**config.mk**
```make
export PLATFORM = sky130hd
export DESIGN_NAME = pid_ctrl_pipe
export DESIGN_NICKNAME = d
export VERILOG_FILES = /design/src/rtl/pid_ctrl_pipe.sv
export SDC_FILE = /design/constraint.sdc
export NUM_CORES = 1
export LEC_CHECK = 0
export ABC_AREA = 1
export BUFFER_PORTS_ARGS = -buffer_cell sky130_fd_sc_hd__buf_2
export CAP_MARGIN = 40
export CORE_AREA = 2 2 107 161
export CTS_CLUSTER_SIZE = 20
export DETAILED_ROUTE_END_ITERATION = 10
export DIE_AREA = 0 0 109 163
export PLACE_DENSITY = 0.86
export SLEW_MARGIN = 10
export SYNTH_ARGS = -nofsm -noshare
export SYNTH_HDL_FRONTEND = slang
export SYNTH_SLANG_ARGS = --single-unit
```
**constraint.sdc**
```tcl
create_clock -name clk -period 9 [get_ports clk]
set_input_delay 0.9 -clock clk [delete_from_list [all_inputs] [get_ports clk]]
set_output_delay 0.9 -clock clk [all_outputs]
set_load 0.02 [all_outputs]
```
**src/rtl/pid_ctrl_pipe.sv**
```systemverilog
// Purpose : pipelined PID steering controller; signed heading error + forward speed -> saturated L/R motor speeds.
// Latency : stage-1 registers on the err_vld edge, outputs + spd_vld on the following edge; 1 result/cycle.
// Backpressure: none (no ready); outputs hold between updates, moving=0 flushes the pipe and zeroes outputs.
//
// Ports:
//   clk, rst_n          clock, asynchronous active-low reset
//   moving              control enable; low clears all state and forces zero speeds
//   err_vld, error      signed error sample and its valid
//   frwrd               unsigned forward speed
//   p_coeff, d_coeff    runtime P / D gains (unsigned)
//   i_mode              integrator overflow policy: 0 = hold, 1 = clamp to rail
//   clr_integ           synchronous integrator (and integ_sat) clear
//   lft_spd, rght_spd   saturated signed motor speeds
//   spd_vld             one-cycle strobe when speeds update
//   integ_sat           sticky integrator-overflow flag
module pid_ctrl_pipe #(
    parameter int ERR_W     = 12,
    parameter int SAT_W     = 10,
    parameter int SPD_W     = 11,
    parameter int I_W       = 15,
    parameter int I_SHIFT   = 6,
    parameter int D_DIFF_W  = 7,
    parameter int D_DEPTH   = 2,
    parameter int PID_SHIFT = 3
) (
    input  logic                    clk,
    input  logic                    rst_n,
    input  logic                    moving,
    input  logic                    err_vld,
    input  logic [ERR_W-1:0]        error,
    input  logic [SPD_W-2:0]        frwrd,
    input  logic [4:0]              p_coeff,
    input  logic [5:0]              d_coeff,
    input  logic                    i_mode,
    input  logic                    clr_integ,
    output logic signed [SPD_W-1:0] lft_spd,
    output logic signed [SPD_W-1:0] rght_spd,
    output logic                    spd_vld,
    output logic                    integ_sat
);

    // P product: SAT_W signed x 5-bit unsigned (as 6-bit signed)
    localparam int P_W = SAT_W + 6;
    // D product: D_DIFF_W signed x 6-bit unsigned (as 7-bit signed)
    localparam int D_W = D_DIFF_W + 7;
    localparam int S_W = SAT_W + 6;
    // Mixing width wide enough that frwrd +/- s never wraps before saturation
    localparam int M_W = ((S_W > SPD_W) ? S_W : SPD_W) + 2;

    localparam logic signed [ERR_W-1:0]   E_HI  = ERR_W'(2**(SAT_W-1) - 1);
    localparam logic signed [ERR_W-1:0]   E_LO  = ERR_W'(-(2**(SAT_W-1)));
    localparam logic signed [SAT_W:0]     DF_HI = (SAT_W+1)'(2**(D_DIFF_W-1) - 1);
    localparam logic signed [SAT_W:0]     DF_LO = (SAT_W+1)'(-(2**(D_DIFF_W-1)));
    localparam logic signed [M_W-1:0]     O_HI  = M_W'(2**(SPD_W-1) - 1);
    localparam logic signed [M_W-1:0]     O_LO  = M_W'(-(2**(SPD_W-1)));
    localparam logic signed [I_W-1:0]     I_MAX = {1'b0, {(I_W-1){1'b1}}};
    localparam logic signed [I_W-1:0]     I_MIN = {1'b1, {(I_W-1){1'b0}}};

    // ---------------- stage-1 combinational ----------------
    logic signed [SAT_W-1:0]    err_sat;
    logic signed [P_W-1:0]      p_prod;
    logic signed [I_W:0]        acc;
    logic                       ovf;
    logic signed [I_W-1:0]      integ;
    logic signed [I_W-1:0]      integ_nxt;
    logic signed [I_W-1:0]      i_term;
    logic signed [SAT_W:0]      d_full;
    logic signed [D_DIFF_W-1:0] d_sat;
    logic signed [D_W-1:0]      d_prod;
    logic signed [SAT_W-1:0]    hist [D_DEPTH];

    always_comb begin
        if ($signed(error) > E_HI)
            err_sat = E_HI[SAT_W-1:0];
        else if ($signed(error) < E_LO)
            err_sat = E_LO[SAT_W-1:0];
        else
            err_sat = error[SAT_W-1:0];
    end

    assign p_prod = P_W'(err_sat) * P_W'($signed({1'b0, p_coeff}));

    // One guard bit: overflow shows as the top two bits disagreeing
    assign acc = (I_W+1)'(integ) + (I_W+1)'(err_sat);
    assign ovf = acc[I_W] ^ acc[I_W-1];

    always_comb begin
        if (clr_integ)
            integ_nxt = '0;
        else if (ovf)
            integ_nxt = i_mode ? (acc[I_W] ? I_MIN : I_MAX) : integ;
        else
            integ_nxt = acc[I_W-1:0];
    end

    // I term follows the post-update integrator, so a clear zeroes it the same cycle
    assign i_term = integ_nxt >>> I_SHIFT;

    assign d_full = (SAT_W+1)'(err_sat) - (SAT_W+1)'(hist[D_DEPTH-1]);

    always_comb begin
        if (d_full > DF_HI)
            d_sat = DF_HI[D_DIFF_W-1:0];
        else if (d_full < DF_LO)
            d_sat = DF_LO[D_DIFF_W-1:0];
        else
            d_sat = d_full[D_DIFF_W-1:0];
    end

    assign d_prod = D_W'(d_sat) * D_W'($signed({1'b0, d_coeff}));

    // ---------------- stage-1 registers ----------------
    logic signed [P_W-1:0] p_r;
    logic signed [I_W-1:0] i_r;
    logic signed [D_W-1:0] d_r;
    logic                  s1_vld;

    always_ff @(posedge clk or negedge rst_n) begin
        if (!rst_n) begin
            p_r       <= '0;
            i_r       <= '0;
            d_r       <= '0;
            s1_vld    <= 1'b0;
            integ     <= '0;
            integ_sat <= 1'b0;
            for (int k = 0; k < D_DEPTH; k++) hist[k] <= '0;
        end else if (!moving) begin
            p_r       <= '0;
            i_r       <= '0;
            d_r       <= '0;
            s1_vld    <= 1'b0;
            integ     <= '0;
            integ_sat <= 1'b0;
            for (int k = 0; k < D_DEPTH; k++) hist[k] <= '0;
        end else begin
            s1_vld <= err_vld;
            if (err_vld) begin
                p_r <= p_prod;
                i_r <= i_term;
                d_r <= d_prod;
                for (int k = D_DEPTH-1; k > 0; k--) hist[k] <= hist[k-1];
                hist[0] <= err_sat;
            end
            if (clr_integ)
                integ <= '0;
            else if (err_vld)
                integ <= integ_nxt;
            if (clr_integ)
                integ_sat <= 1'b0;
            else if (err_vld && ovf)
                integ_sat <= 1'b1;
        end
    end

    // ---------------- stage-2 combinational ----------------
    logic signed [S_W-1:0] sum;
    logic signed [S_W-1:0] s_term;
    logic signed [M_W-1:0] fwd_ext;
    logic signed [M_W-1:0] lft_full;
    logic signed [M_W-1:0] rght_full;
    logic signed [SPD_W-1:0] lft_nxt;
    logic signed [SPD_W-1:0] rght_nxt;

    assign sum       = S_W'(p_r) + S_W'(i_r) + S_W'(d_r);
    assign s_term    = sum >>> PID_SHIFT;
    assign fwd_ext   = M_W'($signed({1'b0, frwrd}));
    assign lft_full  = fwd_ext + M_W'(s_term);
    assign rght_full = fwd_ext - M_W'(s_term);

    always_comb begin
        if (lft_full > O_HI)
            lft_nxt = O_HI[SPD_W-1:0];
        else if (lft_full < O_LO)
            lft_nxt = O_LO[SPD_W-1:0];
        else
            lft_nxt = lft_full[SPD_W-1:0];

        if (rght_full > O_HI)
            rght_nxt = O_HI[SPD_W-1:0];
        else if (rght_full < O_LO)
            rght_nxt = O_LO[SPD_W-1:0];
        else
            rght_nxt = rght_full[SPD_W-1:0];
    end

    // ---------------- stage-2 registers ----------------
    always_ff @(posedge clk or negedge rst_n) begin
        if (!rst_n) begin
            lft_spd  <= '0;
            rght_spd <= '0;
            spd_vld  <= 1'b0;
        end else if (!moving) begin
            lft_spd  <= '0;
            rght_spd <= '0;
            spd_vld  <= 1'b0;
        end else begin
            spd_vld <= s1_vld;
            if (s1_vld) begin
                lft_spd  <= lft_nxt;
                rght_spd <= rght_nxt;
            end
        end
    end

endmodule
```
==> impl_metrics.json <==
{
  "p_sw_share_pct": 53.8,
  "cts_sinks": 99,
  "hpwl_um": 23500,
  "cap_violations": 0,
  "whs_ns": 0.464,
  "ctsHoldBuffers": 0,
  "critPathKind": "in -> reg",
  "dp.cells": 1700,
  "fin_setup_tns_ns": 0,
  "cts_resized": 0,
  "tightest_slew_ns": 0.722,
  "grt_max_degree": 46,
  "rsz0062_at_grt": "no",
  "yosys_warnings": 0,
  "ios": 63,
  "die_w_um": 109,
  "clkTransAtPathRegs_ns": 0.07,
  "io_buffers": 62,
  "clockBufferDepth": 2,
  "hold_violations": 0,
  "coreArea_mm2": 0.0165,
  "cpPeakStageDelay_ns": 0.61,
  "cts_buffers": 9,
  "area_growth_pct": 7.81,
  "fin_skew_ns": 0.00811,
  "r2r_start": "hist[0]",
  "post-cts-setup-buffers": 0,
  "power_switching_mw": 2.06,
  "finalNonFillerCells": 1716,
  "vias_per_cell": 5.67,
  "synth_edf_count": 0,
  "reg2reg_slack_ns": 2.62,
  "grt_usage_pct": 34.2,
  "nets": 1736,
  "critPathMaxFanout": 26,
  "start_util_pct": 66.4,
  "vias": 9723,
  "dieArea_mm2": 0.0178,
  "yosys_most_used_dff": "dfrtp_1",
  "async_flop_share_pct": 100,
  "synth_fp_nets": 1681,
  "maxSlewHeadroom_pct": 51.3,
  "status": "complete, no violations",
  "power_frac_seq_pct": 15.7,
  "ys_ff_latch": 99,
  "fillers": 1366,
  "ys_types": 51,
  "internal_power_mw": 1.77,
  "synthesis.area_mm2": 0.0109,
  "antenna_found_initial": 1,
  "grt-ovfl-total": 0,
  "p_clk_share_pct": 11.4,
  "path_delay_family": "adder cells",
  "routedWlPerCell_um": 16.6,
  "post-route-period-util_pct": 87.9,
  "max_freq_mhz": 126,
  "wl_um": 28500,
  "required_ns": 9.25,
  "maxSlewViolCount": 0,
  "hold_path_class": "in -> async",
  "final_cell_mix": "379 x nand2_1, 228 x inv_1, 116 x ha_1",
  "htree_levels": 3,
  "rr_endpoint": "d_r[12]",
  "cp-start-kind": "input port",
  "synthCells": 1446,
  "avgSynthCellArea_um2": 7.57,
  "final_common_cell": "nand2_1",
  "finalSetupViolations": 0,
  "drc": 0,
  "clock-root-buffer": "clkbuf_16",
  "gp_congestion": 1.03,
  "drt-initial-drc-count": 644,
  "grt_pass1_vias": 9916,
  "min_period_ns": 7.92,
  "layout-drive-gt1-share_pct": 8.31,
  "clk_latency_ns": 0.36,
  "ys_seq_area_share_pct": 22.6,
  "crit_slowest_cell": "o21ai_0",
  "rr_worst_depth": 29,
  "critPathArrivalTime_ns": 8.17,
  "die_y_um": 163,
  "utilization_pct": 71.6,
  "ant_nets": 0,
  "power_frac_comb_pct": 72.9,
  "cts_tree": "yes",
  "worst-path-buf-inv": 8,
  "dr.pass1.iters": 6,
  "grt_pass1_wl_um": 46900,
  "peakVddDrop_mv": 0.191,
  "fp-row-count": 58,
  "crit_path_end_kind": "flop",
  "powerDensity_mw_per_mm2": 324,
  "leakagePower_nw": 6.64
}
-- flip-flops by register name, indices dropped and copies added, names as in the netlist --
name and cells:
d_r 14, hist 20, i_r 9, integ 15, integ_sat 1, lft_spd 11, p_r 16, rght_spd 11
s1_vld 1, spd_vld 1
-- Yosys cell counts (all sizes together), types with 2 or more instances --
library cell / count / share of area (%)
xnor2: 21 / 1.7
nand2: 395 / 14
a21o: 5 / 0.34
fa: 80 / 15
nor3: 9 / 0.50
ha: 116 / 13
clkinv: 7 / 0.24
xor2: 36 / 3.0
a21boi: 2 / 0.17
nand4: 13 / 0.74
nor2: 94 / 3.3
a31oi: 7 / 0.40
inv: 232 / 8.0
or2: 4 / 0.23
nand3: 78 / 3.9
nand3b: 10 / 0.69
dfrtp: 99 / 23
o21ai: 65 / 3.1
a21oi: 97 / 4.6
clkbuf: 16 / 0.55
a32o: 2 / 0.18
o2111ai: 2 / 0.16
o31ai: 10 / 0.69
buf: 10 / 0.53
o22ai: 19 / 1.1
a22o: 5 / 0.40
o21bai: 3 / 0.21
-- worst reg2reg max path, delay by kind of cell (launching register included) --
kind / cells / cell delay (ns)
AO/OA/AOI/OAI: 5 / 1.16
XOR/XNOR: 1 / 0.15
adder cells (fa/ha/maj): 7 / 3.08
buffers and inverters: 5 / 0.31
flip-flops: 1 / 0.39
AND/OR/NAND/NOR: 11 / 1.19
-- routing by layer --
| metal | track usage (%) | routed length [µm] |
|---|---|---|
| met5 | 0 | 0 |
| met4 | 26.8 | 2440 |
| met3 | 5.12 | 1210 |
| met2 | 61.0 | 14800 |
| met1 | 34.9 | 10000 |
-- final cells by class --
cell class,instances,area [µm²],share of cell area [%]
flip-flops and latches,99,2480,21.0
inverters,239,897,7.61
multi-input cells,1082,7450,63.1
diodes,1,2.50,0.0212
clock inverters,6,96.3,0.817
repair buffers,70,385,3.27
well taps,210,263,2.23
clock buffers,9,225,1.91
-- worst max-delay path by stage --
stage          startpoint      end  cells after the start
4_1_cts         error[11]  d_r[12]                     35
2_1_floorplan    error[9]  d_r[12]                     34
5_1_grt         error[11]  d_r[12]                     36
3_3_place_gp    error[11]  d_r[12]                     35
6_report        error[11]  d_r[12]                     35
3_5_place_dp    error[11]  d_r[12]                     35
-- stage by stage --
step,total power [mW],cell area (µm²),setup WS (ns)
after detailed placement,3.35,11500,0.750
after CTS,3.79,11800,1.12
after global routing,4.20,11800,0.502
after global placement,3.27,11500,1.03
final,3.82,11800,1.08
after floorplan,2.66,10900,2.02
-- power groups by stage --
stage	registers [mW]	logic (mW)	clock network [mW]
5_1_grt	0.608	3.14	0.457
2_1_floorplan	0.625	2.03	0
4_1_cts	0.599	2.76	0.435
3_5_place_dp	0.607	2.74	0
6_report	0.599	2.79	0.435
3_3_place_gp	0.604	2.67	0
-- cell families (layout without fill, tap and decap cells) --
kind of cell / count (synthesis) / in the layout / synth area share (%)
other cells: 0 / 1 / 0
fa+ha+maj: 196 / 196 / 27.9
simple gates: 605 / 605 / 23.7
buf+inv: 265 / 324 / 9.27
xor+xnor: 57 / 57 / 4.63
flops: 99 / 99 / 22.6
compound gates: 224 / 224 / 11.8
Note: power is estimated with default switching activity, not from simulation.
